`src/rtl/word_stream_tx_pkg.sv`:
```
// Shared types and constants for the word_stream_tx transmitter.
package word_stream_pkg;

  localparam int WORD_W  = 32;
  localparam int MAX_GAP = 15;

  typedef enum logic [1:0] {
    IDLE = 2'd0,
    SEND = 2'd1,
    GAP  = 2'd2
  } tx_state_t;

endpackage

```
`src/rtl/word_stream_tx_if.sv`:
```
// Producer/stream bundle for word_stream_tx; the master side pushes words, the slave is the transmitter.
interface word_stream_tx_if #(
  parameter int WIDTH = word_stream_pkg::WORD_W
);

  // Handshake: wr_en is a one-cycle push with no ready; it is accepted when full is low in that
  // same cycle, otherwise dropped and overflow latches. enable is a one-cycle strobe qualifying din,
  // with no backpressure from the receiver.
  logic             wr_en;
  logic [WIDTH-1:0] wr_data;
  logic             hold;
  logic             full;
  logic             empty;
  logic             overflow;
  logic             busy;
  logic             enable;
  logic [WIDTH-1:0] din;

  modport master (
    output wr_en, wr_data, hold,
    input  full, empty, overflow, busy, enable, din
  );

  modport slave (
    input  wr_en, wr_data, hold,
    output full, empty, overflow, busy, enable, din
  );

endinterface

```
`src/rtl/word_stream_tx_sync_fifo.sv`:
```
// Small synchronous FIFO with a combinational head and the entry behind it for back-to-back reads.
module sync_fifo #(
  parameter int WIDTH = 32,
  parameter int DEPTH = 8
) (
  input  logic                     clk,
  input  logic                     n_rst,
  input  logic                     wr_en,
  input  logic [WIDTH-1:0]         wr_data,
  input  logic                     rd_en,
  output logic [WIDTH-1:0]         rd_data,
  output logic [WIDTH-1:0]         rd_next,
  output logic                     full,
  output logic                     empty,
  output logic [$clog2(DEPTH):0]   count
);

  localparam int AW = $clog2(DEPTH);
  localparam int CW = AW + 1;

  logic [WIDTH-1:0] mem_q [DEPTH];
  logic [AW-1:0]    wr_ptr_q, wr_ptr_d;
  logic [AW-1:0]    rd_ptr_q, rd_ptr_d;
  logic [CW-1:0]    count_q, count_d;
  logic             wr_ok, rd_ok;

  assign full    = (count_q == CW'(DEPTH));
  assign empty   = (count_q == '0);
  assign count   = count_q;
  assign rd_data = mem_q[rd_ptr_q];
  assign rd_next = mem_q[rd_ptr_q + AW'(1)];

  // full is judged on the pre-pop count, so a push during a pop while full is still rejected.
  assign wr_ok = wr_en && !full;
  assign rd_ok = rd_en && !empty;

  always_comb begin
    wr_ptr_d = wr_ptr_q;
    rd_ptr_d = rd_ptr_q;
    count_d  = count_q;
    if (wr_ok) wr_ptr_d = wr_ptr_q + AW'(1);
    if (rd_ok) rd_ptr_d = rd_ptr_q + AW'(1);
    count_d = count_q + CW'(wr_ok) - CW'(rd_ok);
  end

  always_ff @(posedge clk or negedge n_rst) begin
    if (!n_rst) begin
      wr_ptr_q <= '0;
      rd_ptr_q <= '0;
      count_q  <= '0;
    end else begin
      wr_ptr_q <= wr_ptr_d;
      rd_ptr_q <= rd_ptr_d;
      count_q  <= count_d;
    end
  end

  always_ff @(posedge clk) begin
    if (wr_ok) mem_q[wr_ptr_q] <= wr_data;
  end

endmodule

```
`src/rtl/word_stream_tx.sv`:
```
// Replays buffered words as one-cycle enable/din pulses separated by GAP idle cycles.
// Optional running-sum output enabled by defining WORD_STREAM_TX_CKSUM_EN.
module word_stream_tx
  import word_stream_pkg::tx_state_t;
  import word_stream_pkg::WORD_W;
#(
  parameter int WIDTH = WORD_W,
  parameter int DEPTH = 8,
  parameter int GAP   = 1
) (
  input  logic              clk,
  input  logic              n_rst,
  word_stream_tx_if.slave   bus,
  output tx_state_t         dbg_state
`ifdef WORD_STREAM_TX_CKSUM_EN
  ,
  output logic [WIDTH-1:0]  cksum
`endif
);

  localparam int CW = $clog2(DEPTH) + 1;
  localparam logic [3:0] GAP_LOAD = (GAP > 0) ? 4'(GAP - 1) : 4'd0;

  tx_state_t        state_q, state_d;
  logic [3:0]       gap_cnt_q, gap_cnt_d;
  logic             enable_q, enable_d;
  logic [WIDTH-1:0] din_q, din_d;
  logic             overflow_q, overflow_d;

  logic [WIDTH-1:0] head, head_next;
  logic             full, empty, rd_en;
  logic [CW-1:0]    count;

  assign rd_en = (state_q == word_stream_pkg::SEND);

  sync_fifo #(.WIDTH(WIDTH), .DEPTH(DEPTH)) u_fifo (
    .clk     (clk),
    .n_rst   (n_rst),
    .wr_en   (bus.wr_en),
    .wr_data (bus.wr_data),
    .rd_en   (rd_en),
    .rd_data (head),
    .rd_next (head_next),
    .full    (full),
    .empty   (empty),
    .count   (count)
  );

  always_comb begin
    state_d    = state_q;
    gap_cnt_d  = gap_cnt_q;
    din_d      = din_q;
    overflow_d = overflow_q | (bus.wr_en & full);

    case (state_q)
      word_stream_pkg::IDLE: begin
        if (!empty && !bus.hold) state_d = word_stream_pkg::SEND;
      end
      word_stream_pkg::SEND: begin
        if (GAP > 0) begin
          state_d   = word_stream_pkg::GAP;
          gap_cnt_d = GAP_LOAD;
        end else if ((count >= CW'(2)) && !bus.hold) begin
          state_d = word_stream_pkg::SEND;
        end else begin
          state_d = word_stream_pkg::IDLE;
        end
      end
      word_stream_pkg::GAP: begin
        if (gap_cnt_q != 4'd0) begin
          gap_cnt_d = gap_cnt_q - 4'd1;
        end else if (!empty && !bus.hold) begin
          state_d = word_stream_pkg::SEND;
        end else begin
          state_d = word_stream_pkg::IDLE;
        end
      end
      default: state_d = word_stream_pkg::IDLE;
    endcase

    // The current head is still in the FIFO during SEND, so a back-to-back pulse takes the next entry.
    enable_d = (state_d == word_stream_pkg::SEND);
    if (enable_d) din_d = (state_q == word_stream_pkg::SEND) ? head_next : head;
  end

  always_ff @(posedge clk or negedge n_rst) begin
    if (!n_rst) begin
      state_q    <= word_stream_pkg::IDLE;
      gap_cnt_q  <= 4'd0;
      enable_q   <= 1'b0;
      din_q      <= '0;
      overflow_q <= 1'b0;
    end else begin
      state_q    <= state_d;
      gap_cnt_q  <= gap_cnt_d;
      enable_q   <= enable_d;
      din_q      <= din_d;
      overflow_q <= overflow_d;
    end
  end

`ifdef WORD_STREAM_TX_CKSUM_EN
  logic [WIDTH-1:0] cksum_q, cksum_d;

  always_comb begin
    cksum_d = cksum_q;
    if (state_q == word_stream_pkg::SEND) cksum_d = cksum_q + din_q;
  end

  always_ff @(posedge clk or negedge n_rst) begin
    if (!n_rst) cksum_q <= '0;
    else        cksum_q <= cksum_d;
  end

  assign cksum = cksum_q;
`endif

  assign bus.full     = full;
  assign bus.empty    = empty;
  assign bus.overflow = overflow_q;
  assign bus.busy     = (state_q != word_stream_pkg::IDLE) || !empty;
  assign bus.enable   = enable_q;
  assign bus.din      = din_q;
  assign dbg_state    = state_q;

endmodule

```
`src/flat_wrapper.sv`:
```
// flat-port wrapper written by rule: the top's interface ports become plain ports
module word_stream_tx_flat import word_stream_pkg::tx_state_t; import word_stream_pkg::WORD_W;
#(
  parameter int WIDTH = WORD_W,
  parameter int DEPTH = 8,
  parameter int GAP   = 1
)
  (clk, n_rst, dbg_state, bus_wr_en, bus_wr_data, bus_hold, bus_full, bus_empty, bus_overflow, bus_busy, bus_enable, bus_din);
  word_stream_tx_if #(.WIDTH(WIDTH)) bus_i ();
  input  logic clk;
  input  logic n_rst;
  output tx_state_t dbg_state;
  input wire logic [$bits(bus_i.wr_en)-1:0] bus_wr_en;
  input wire logic [$bits(bus_i.wr_data)-1:0] bus_wr_data;
  input wire logic [$bits(bus_i.hold)-1:0] bus_hold;
  output wire logic [$bits(bus_i.full)-1:0] bus_full;
  output wire logic [$bits(bus_i.empty)-1:0] bus_empty;
  output wire logic [$bits(bus_i.overflow)-1:0] bus_overflow;
  output wire logic [$bits(bus_i.busy)-1:0] bus_busy;
  output wire logic [$bits(bus_i.enable)-1:0] bus_enable;
  output wire logic [$bits(bus_i.din)-1:0] bus_din;
  assign bus_i.wr_en = bus_wr_en;
  assign bus_i.wr_data = bus_wr_data;
  assign bus_i.hold = bus_hold;
  assign bus_full = bus_i.full;
  assign bus_empty = bus_i.empty;
  assign bus_overflow = bus_i.overflow;
  assign bus_busy = bus_i.busy;
  assign bus_enable = bus_i.enable;
  assign bus_din = bus_i.din;
  word_stream_tx #(.WIDTH(WIDTH), .DEPTH(DEPTH), .GAP(GAP)) u_core (.clk(clk), .n_rst(n_rst), .bus(bus_i), .dbg_state(dbg_state));
endmodule
```
`config.mk`:
```
export PLATFORM = sky130hd
export DESIGN_NAME = word_stream_tx_flat
export DESIGN_NICKNAME = d
export VERILOG_FILES = /design/src/rtl/word_stream_tx_pkg.sv /design/src/rtl/word_stream_tx_if.sv /design/src/rtl/word_stream_tx_sync_fifo.sv /design/src/rtl/word_stream_tx.sv /design/src/flat_wrapper.sv
export SDC_FILE = /design/constraint.sdc
export NUM_CORES = 1
export LEC_CHECK = 0
export ABC_AREA = 0
export CORE_ASPECT_RATIO = 0.7
export CORE_MARGIN = 4
export CORE_UTILIZATION = 30
export CTS_CLUSTER_DIAMETER = 200
export DETAILED_ROUTE_END_ITERATION = 12
export PLACE_DENSITY = 0.48
export SLEW_MARGIN = 20
export SYNTH_ARGS = -nofsm -noshare
export SYNTH_HDL_FRONTEND = slang
export SYNTH_HIERARCHICAL = 1
export SYNTH_SLANG_ARGS = --single-unit
```
`constraint.sdc`:
```
create_clock -name clk -period 5 [get_ports clk]
set_input_delay 1 -clock clk [delete_from_list [all_inputs] [get_ports clk]]
set_output_delay 1 -clock clk [all_outputs]
set_load 0.005 [all_outputs]
```
==> impl_table.tex <==
\begin{tabular}{lr}
\hline
Metric & Value \\
\hline
\multicolumn{2}{l}{\textbf{Drt}} \\
\quad Number of routed nets with antenna violations & 0 \\
\quad Vias per cell & approximately 5 \\
\quad First drt pass iteration count & 4 \\
\quad Overall via count from detail\_route & 8378 \\
\quad Average routed wire per standard cell & 21.8 um \\
\quad Post-detailed-routing wire length & 36000 um \\
\quad Number of design rule violations left after detail routing & 0 \\
\quad Starting DRT DRC Count & 430 \\
\multicolumn{2}{l}{\textbf{Power}} \\
\quad Max IR drop VDD & 0.455 mV \\
\quad Switching pwr & 4.00 mW \\
\quad Part of the power in registers & around 31\% \\
\quad Gate power share & 46.0\% \\
\quad Switching Share & a little over a third \\
\quad Leak & 6.05 nW \\
\quad Total power consumption of the routed design & $\sim$11 mW \\
\quad Internal power consumption & about 7.4 mW \\
\quad Power density relative to cell area & roughly 650 nW/um\^{}2 \\
\quad Clock power share & between 20\% and 30\% \\
\multicolumn{2}{l}{\textbf{Floorplan}} \\
\quad Number of placement rows & 67 \\
\quad IO Count & 75 \\
\quad DIE WIDTH & around 270 um \\
\quad Starting density of the core & between 30\% and 40\% \\
\quad Core Footprint & between 40000 and 50000 um\^{}2 \\
\quad Die Ht & 194 um \\
\quad Die ar. & 53000 um\^{}2 \\
\multicolumn{2}{l}{\textbf{Critical path}} \\
\quad Critical-path cell with the highest stage delay & sky130\_fd\_sc\_hd\_\_clkdlybuf4s50\_1 \\
\quad Crit path from & u\_core/u\_fifo/count[2] \\
\quad Reg-to-Reg Start & u\_core/u\_fifo/rd\_ptr\_q[0] \\
\quad Delay of the slowest critical-path stage & $\sim$0.55 ns \\
\quad Top delay family on crit path & buffers and inverters \\
\quad Crit path capture type & output pin \\
\quad Worst EP arrival & between 2 and 2.5 ns \\
\quad Critical path buffers and inverters & 3 \\
\quad Most common cell on crit path & sky130\_fd\_sc\_hd\_\_inv\_1 \\
\quad Critical path data required time & 4.00 ns \\
\quad Path type of the worst setup path & flop to output pin \\
\quad Worst-path fanout max & 4 \\
\quad Crit-path cells & inv\_1 -> ha\_1 -> or3b\_2 -> inv\_1 -> clkdlybuf4s50\_1 \\
\quad Worst setup SP type & flop \\
\multicolumn{2}{l}{\textbf{Synthesis}} \\
\quad Number of warnings printed during yosys synthesis & 6 \\
\quad Avg Cell Area, Syn & 16.3 um\^{}2 \\
\quad Top-area cell type share of the netlist area & around half \\
\quad Top post-synthesis cells by area & sky130\_fd\_sc\_hd\_\_edfxtp\_1 52\%, sky130\_fd\_sc\_hd\_\_dfrtp\_1 8.4\%, sky130\_fd\_sc\_hd\_\_mux2\_2 7.4\% \\
\quad Cell area after synthesis & $\sim$15000 um\^{}2 \\
\quad Share of async-settable or async-resettable flops after synthesis & approximately 16\% \\
\quad Dominant cell type by area after synthesis & sky130\_fd\_sc\_hd\_\_edfxtp\_1 \\
\quad Synth Net Count & around 950 \\
\quad Most used flip-flop cell after synthesis & sky130\_fd\_sc\_hd\_\_edfxtp\_1 \\
\quad Fraction of the yosys area taken by sequential cells & 60.4\% \\
\quad Number of enable-type register cells in the synthesized netlist & 256 \\
\quad Number of flip-flops and latches in the synthesized netlist & 306 \\
\quad Post-synth cell types & 40 \\
\quad Cell count after synthesis & approximately 910 \\
\multicolumn{2}{l}{\textbf{Cells and area}} \\
\quad FILL cells & roughly 4600 \\
\quad Final \#Nets & between 1000 and 1500 \\
\quad Fraction of final layout cells sized beyond drive strength 1 & between 20 and 25\% \\
\quad End-of-flow core utilization & 36.0\% \\
\quad Synth-to-layout area growth & 17.4\% \\
\multicolumn{2}{l}{\textbf{Clock tree}} \\
\quad Number of clock sinks seen by CTS & 306 \\
\quad Hold buffer count at CTS & 0 \\
\quad Maximum count of clock buffers along a single path & 3 \\
\quad CTS clk-pin slew, worst paths & 0.06 ns \\
\quad H-tree levels & 2 \\
\quad Number of resized instances in the post-cts repair step & 0 \\
\quad Post-CTS setup-driven buffer insertion count & 0 \\
\quad Clock tree from TritonCTS & yes \\
\quad Inserted Clock Buffers & 34 \\
\quad Insertion delay to the later sink of the worst-skew pair & approximately 0.51 ns \\
\quad Buffer type at the clock tree root & sky130\_fd\_sc\_hd\_\_clkbuf\_16 \\
\multicolumn{2}{l}{\textbf{Timing}} \\
\quad Max-slew violations & 0 \\
\quad Setup TNS & 0 ns \\
\quad Endpoints failing hold & 0 \\
\quad Achievable frequency & approximately 300 MHz \\
\quad Fin crit share & around 67\% \\
\quad Worst slew margin relative to its limit & 25.8\% \\
\quad Largest clock skew in the final design & between 0.01 and 0.015 ns \\
\quad Tightest Pin Transition & 1.11 ns \\
\quad RSZ-0062 raised after global routing & false \\
\quad Minimum clock period after layout & $\sim$3.4 ns \\
\quad Final number of setup-violating endpoints & 0 \\
\quad Final hold slack & $\sim$0.47 ns \\
\multicolumn{2}{l}{\textbf{Global route}} \\
\quad Global-route track usage on met3 & 2.50\% \\
\quad Initial antenna violation count & 3 \\
\quad Final global-route overflow total & 0 \\
\quad Met2 Usage GRT & between 20\% and 30\% \\
\quad Fraction of met1 tracks used by global routing & around 19\% \\
\quad Wire length of the first global-routing pass & $\sim$54000 um \\
\quad Largest net degree at the start of global routing & a little under 200 \\
\quad Most used routing layer in global routing & met2 \\
\quad Number of global-route vias before repair & roughly 8400 \\
\quad GRT Util Overall & a little over an eighth \\
\multicolumn{2}{l}{\textbf{Flow run}} \\
\quad Maximum Capacitance Violations & 0 \\
\multicolumn{2}{l}{\textbf{Placed design}} \\
\quad Routability Congestion & 0.713 \\
\quad IO buf count & between 70 and 80 \\
\quad DPL Wire Length & between 15000 and 20000 um \\
\multicolumn{2}{l}{\textbf{Worst hold path}} \\
\quad Class of the worst hold path & flop to flop \\
\quad Worst Hold Launch & u\_core/bus.overflow \\
\multicolumn{2}{l}{\textbf{Run status}} \\
\quad Result of the run & complete, no violations \\
\hline
\end{tabular}
==> final timing paths <==
check	to	cells past startpoint	slack (ns)
hold / removal	u_core/bus.overflow	1	0.47
min in group asynchronous	u_core/bus.din[8]	1	0.58
hold reg to reg	u_core/bus.overflow	1	0.47
max in group asynchronous	u_core/u_fifo/rd_ptr_q[1]	1	3.78
setup / recovery	bus_empty	5	1.64
setup reg to reg	u_core/bus.din[5]	8	1.85
==> flip-flops by register name, summed over array words and instances (netlist names) <==
name                    flops
u_core/bus.enable           1
u_core/u_fifo/count         4
u_core/bus.din             32
u_core/dbg_state            2
u_core/u_fifo/mem_q       256
u_core/gap_cnt_q            4
u_core/u_fifo/wr_ptr_q      3
u_core/bus.overflow         1
u_core/u_fifo/rd_ptr_q      3
==> synthesized netlist by cell type (4+ instances only) <==
library cell and count:
sky130_fd_sc_hd__mux4_1 30, sky130_fd_sc_hd__a2111oi_0 65, sky130_fd_sc_hd__nor4_1 33, sky130_fd_sc_hd__nor2b_1 66, sky130_fd_sc_hd__mux2_2 97, sky130_fd_sc_hd__edfxtp_1 256, sky130_fd_sc_hd__mux4_2 34, sky130_fd_sc_hd__dfrtp_1 50
sky130_fd_sc_hd__and3_1 64, sky130_fd_sc_hd__nand2b_1 4, sky130_fd_sc_hd__nand2_1 9, sky130_fd_sc_hd__mux2i_1 66, sky130_fd_sc_hd__clkbuf_1 33, sky130_fd_sc_hd__ha_1 10, sky130_fd_sc_hd__buf_4 5, sky130_fd_sc_hd__buf_2 13
sky130_fd_sc_hd__buf_6 7, sky130_fd_sc_hd__xnor2_1 5, sky130_fd_sc_hd__inv_1 12, sky130_fd_sc_hd__buf_1 7, sky130_fd_sc_hd__nor2_1 7
==> through the flow <==
stage / setup WS, ns / instances / area [um^2]
2_1_floorplan: 1.20 / 906 / 14800
3_3_place_gp: 1.55 / 1584 / 16200
3_5_place_dp: 1.55 / 1584 / 16200
4_1_cts: 1.60 / 1645 / 17400
5_1_grt: 1.55 / 1646 / 17400
6_report: 1.64 / 1647 / 17400
==> power by group through the flow <==
stage,Combinational [mW],Clock [mW],Sequential (mW)
3_5_place_dp,5.23,0,3.61
5_1_grt,5.65,2.78,3.61
4_1_cts,5.26,2.67,3.56
2_1_floorplan,3.81,0,3.54
6_report,5.23,2.57,3.55
3_3_place_gp,5.21,0,3.61
==> layout by cell type (no fill, tap or decap), types with 2 or more instances in the layout <==
master / count
sky130_fd_sc_hd__xnor2_1: 5
sky130_fd_sc_hd__and3_1: 64
sky130_fd_sc_hd__mux2_2: 97
sky130_fd_sc_hd__a21oi_1: 2
sky130_fd_sc_hd__bufinv_16: 5
sky130_fd_sc_hd__edfxtp_1: 256
sky130_fd_sc_hd__clkdlybuf4s50_1: 73
sky130_fd_sc_hd__or3b_2: 3
sky130_fd_sc_hd__a21o_1: 2
sky130_fd_sc_hd__nor4_1: 33
sky130_fd_sc_hd__buf_4: 20
sky130_fd_sc_hd__clkbuf_8: 2
sky130_fd_sc_hd__nand3_1: 3
sky130_fd_sc_hd__dfrtp_4: 2
sky130_fd_sc_hd__mux2i_1: 66
sky130_fd_sc_hd__nor3_2: 2
sky130_fd_sc_hd__nor2_4: 6
sky130_fd_sc_hd__mux4_2: 34
sky130_fd_sc_hd__clkinv_2: 7
sky130_fd_sc_hd__clkbuf_16: 35
sky130_fd_sc_hd__nand2b_1: 4
sky130_fd_sc_hd__nand2_1: 9
sky130_fd_sc_hd__clkinv_1: 2
sky130_fd_sc_hd__inv_6: 3
sky130_fd_sc_hd__nand3b_1: 3
sky130_fd_sc_hd__mux4_1: 30
sky130_fd_sc_hd__buf_12: 2
sky130_fd_sc_hd__clkbuf_1: 7
sky130_fd_sc_hd__a2111oi_0: 65
sky130_fd_sc_hd__inv_1: 12
sky130_fd_sc_hd__nor2b_1: 66
sky130_fd_sc_hd__dfrtp_1: 47
sky130_fd_sc_hd__ha_1: 9
==> area by class of cell <==
cell class / count / area (um^2) / area share [%]
well taps: 655 / 820 / 4.71
clock inverters: 17 / 219 / 1.26
diodes: 1 / 2.50 / 0.0144
inverters: 13 / 48.8 / 0.281
repair buffers: 96 / 948 / 5.46
clock buffers: 44 / 930 / 5.35
flip-flops and latches: 306 / 8950 / 51.5
multi-input cells: 515 / 5470 / 31.5
==> metal layers <==
layer / up-vias / routed length, um / part of all wire (%)
met4: 4 / 674 / 1.9
met1: 4350 / 17500 / 49
met2: 150 / 16300 / 45
met5: - / 27 / 0.075
li1: 3817 / - / -
met3: 57 / 1490 / 4.1
==> kinds of logic (layout without fill, tap and decap cells) <==
logic type,Yosys count,count (layout),share of synthesized area (%)
DFF,306,306,60.4
muxes,228,228,22.4
buffers and inverters,85,170,3.33
adders and majority gates,11,11,0.980
xor gates and xnor gates,8,8,0.575
other,0,1,0
AOI/OAI and AO/OA,72,72,4.28
and+or+nand+nor,196,196,8.07
Power figures use the tool's default switching activity.
==> variant, RTL diff (same flow settings) <==
Take the reset off `din_q` and load it in a clocked block of its own.
--- a/src/rtl/word_stream_tx.sv
+++ b/src/rtl/word_stream_tx.sv
@@ -88,15 +88,17 @@
       state_q    <= word_stream_pkg::IDLE;
       gap_cnt_q  <= 4'd0;
       enable_q   <= 1'b0;
-      din_q      <= '0;
       overflow_q <= 1'b0;
     end else begin
       state_q    <= state_d;
       gap_cnt_q  <= gap_cnt_d;
       enable_q   <= enable_d;
-      din_q      <= din_d;
       overflow_q <= overflow_d;
     end
+  end
+
+  always_ff @(posedge clk) begin
+    din_q <= din_d;
   end
 
 `ifdef WORD_STREAM_TX_CKSUM_EN
Formal check against the unedited RTL: differs if n_rst is asserted again (counterexample within 4 cycles, from zero or initial values and one cycle with n_rst low); with n_rst held inactive, the same outputs for 4 cycles.
==> variant against the original RTL <==
Highest routed layer is now met4; total power fell by 1.2%; via count fell by 3.0%; critical endpoint unchanged; first-iteration DRC count rose by 27%; hold slack got worse by 0.0067 ns; design area fell by 1.2%; routed wire length fell by 2.8%; worst setup slack improved by 0.021 ns; sequential share of layout area rose by 1.5 points; count of clock-buffer cells in the layout fell by 3; core utilization fell by 0.17 points; area after synthesis fell by 1.6%; sequential cell count did not move; combinational power fell by 5.5%.
==> variant: results (changes against the original RTL) <==
layout cells sized above 1=20.4% (-2.4 points); die width=271 um (-0.76%); GRT Util Overall=13.4% (about the same); first-pass GRT wire length=53.5 mm (-1.6%); fin cells=1612 (-2.1%); P_sw=3.92 mW (-2.0%); Clock-cell share=6.70% (+0.092 points); antenna violations before repair=1 (-2); Synth Net Count=915 (-4.0%); area of the multi-input gates=0.00511 sq mm (-6.6%); VDD IR-drop max=0.576 mV (+26%); Lkg Pwr=5.85 nW (-3.4%); CP arrival=2.34 ns (-0.02 ns); Seq/Total Area, Yosys=62.4% (+2.1 points); Largest Register=u_core/u_fifo/mem_q; drt first pass iters=5 (+1); comb_multi_in=480 (-6.8%); Slew headroom=27.0% (+1.1 points); reg-to-reg critical path endpoint=u_core/bus.din[14]; synth unique cells=44 (+10%); Final Util=35.8% (-0.17 points); IO Port Bufs=74 (unchanged); placed inst area=0.0160 sq mm (-1.1%); final wirelength=35.0 mm (-2.8%); number of non-clock buffers=98 (+2.1%); worst reg2reg path depth=6 (-2); WHS=0.461 ns (-0.00674 ns); synth cell count leaders=edfxtp_1, mux2_2, nor2b_1; Fmax=299 MHz (+0.62%); sequential fraction of total cell area=53.0% (+1.5 points); status=finished clean; pre-CTS setup slack=1.45 ns (-0.0929 ns); final-layout clock buffer total=41 (-6.8%); top cells by area, synth=edfxtp_1, mux4_1, mux4_2, mux2_2, mux2i_1; Signal buf overhead=5.50% (+0.049 points); Async SR Flop Fraction=5.88% (-10 points); vias in the first global route=8341 (-1.1%); nets=980 (-3.3%); initial DRC count=546 (+27%); Clock Skew=0.0190 ns (+0.00697 ns); # fillers=4547 (-0.35%)
## variant: cell count changes in the layout (fill, tap and decap cells not counted), moves of 4 or more
cell	before	now
nand2_1	9	4
edfxtp_1	256	288
clkinv_2	7	3
clkinvlp_4	0	5
dfrtp_1	47	15
mux2_2	97	67
## variant: power by group through the flow
stage	Sequential (mW)	Combinational [mW]	Clock, mW
floorplan	3.65	3.61	0
global placement	3.73	4.96	0
global route	3.73	5.38	2.83
CTS	3.68	5.00	2.70
detailed placement	3.73	4.97	0
finish	3.67	4.94	2.62
## variant: cell families after synthesis
logic type	Yosys count	share of synthesized area (%)
compound gates	73	4.36
xor+xnor	8	0.584
fa+ha+maj	11	0.996
buf+inv	82	3.24
flops	306	62.4
mux	195	20.2
simple gates	193	8.17
## variant: per-layer routing
layer	part of all wire [%]	vias to the layer above	GRT usage, %
li1	-	3703	-
met1	50	4244	19.5
met2	45	134	20.8
met3	3.8	45	2.47
met4	1.7	0	3.06
met5	0	-	0
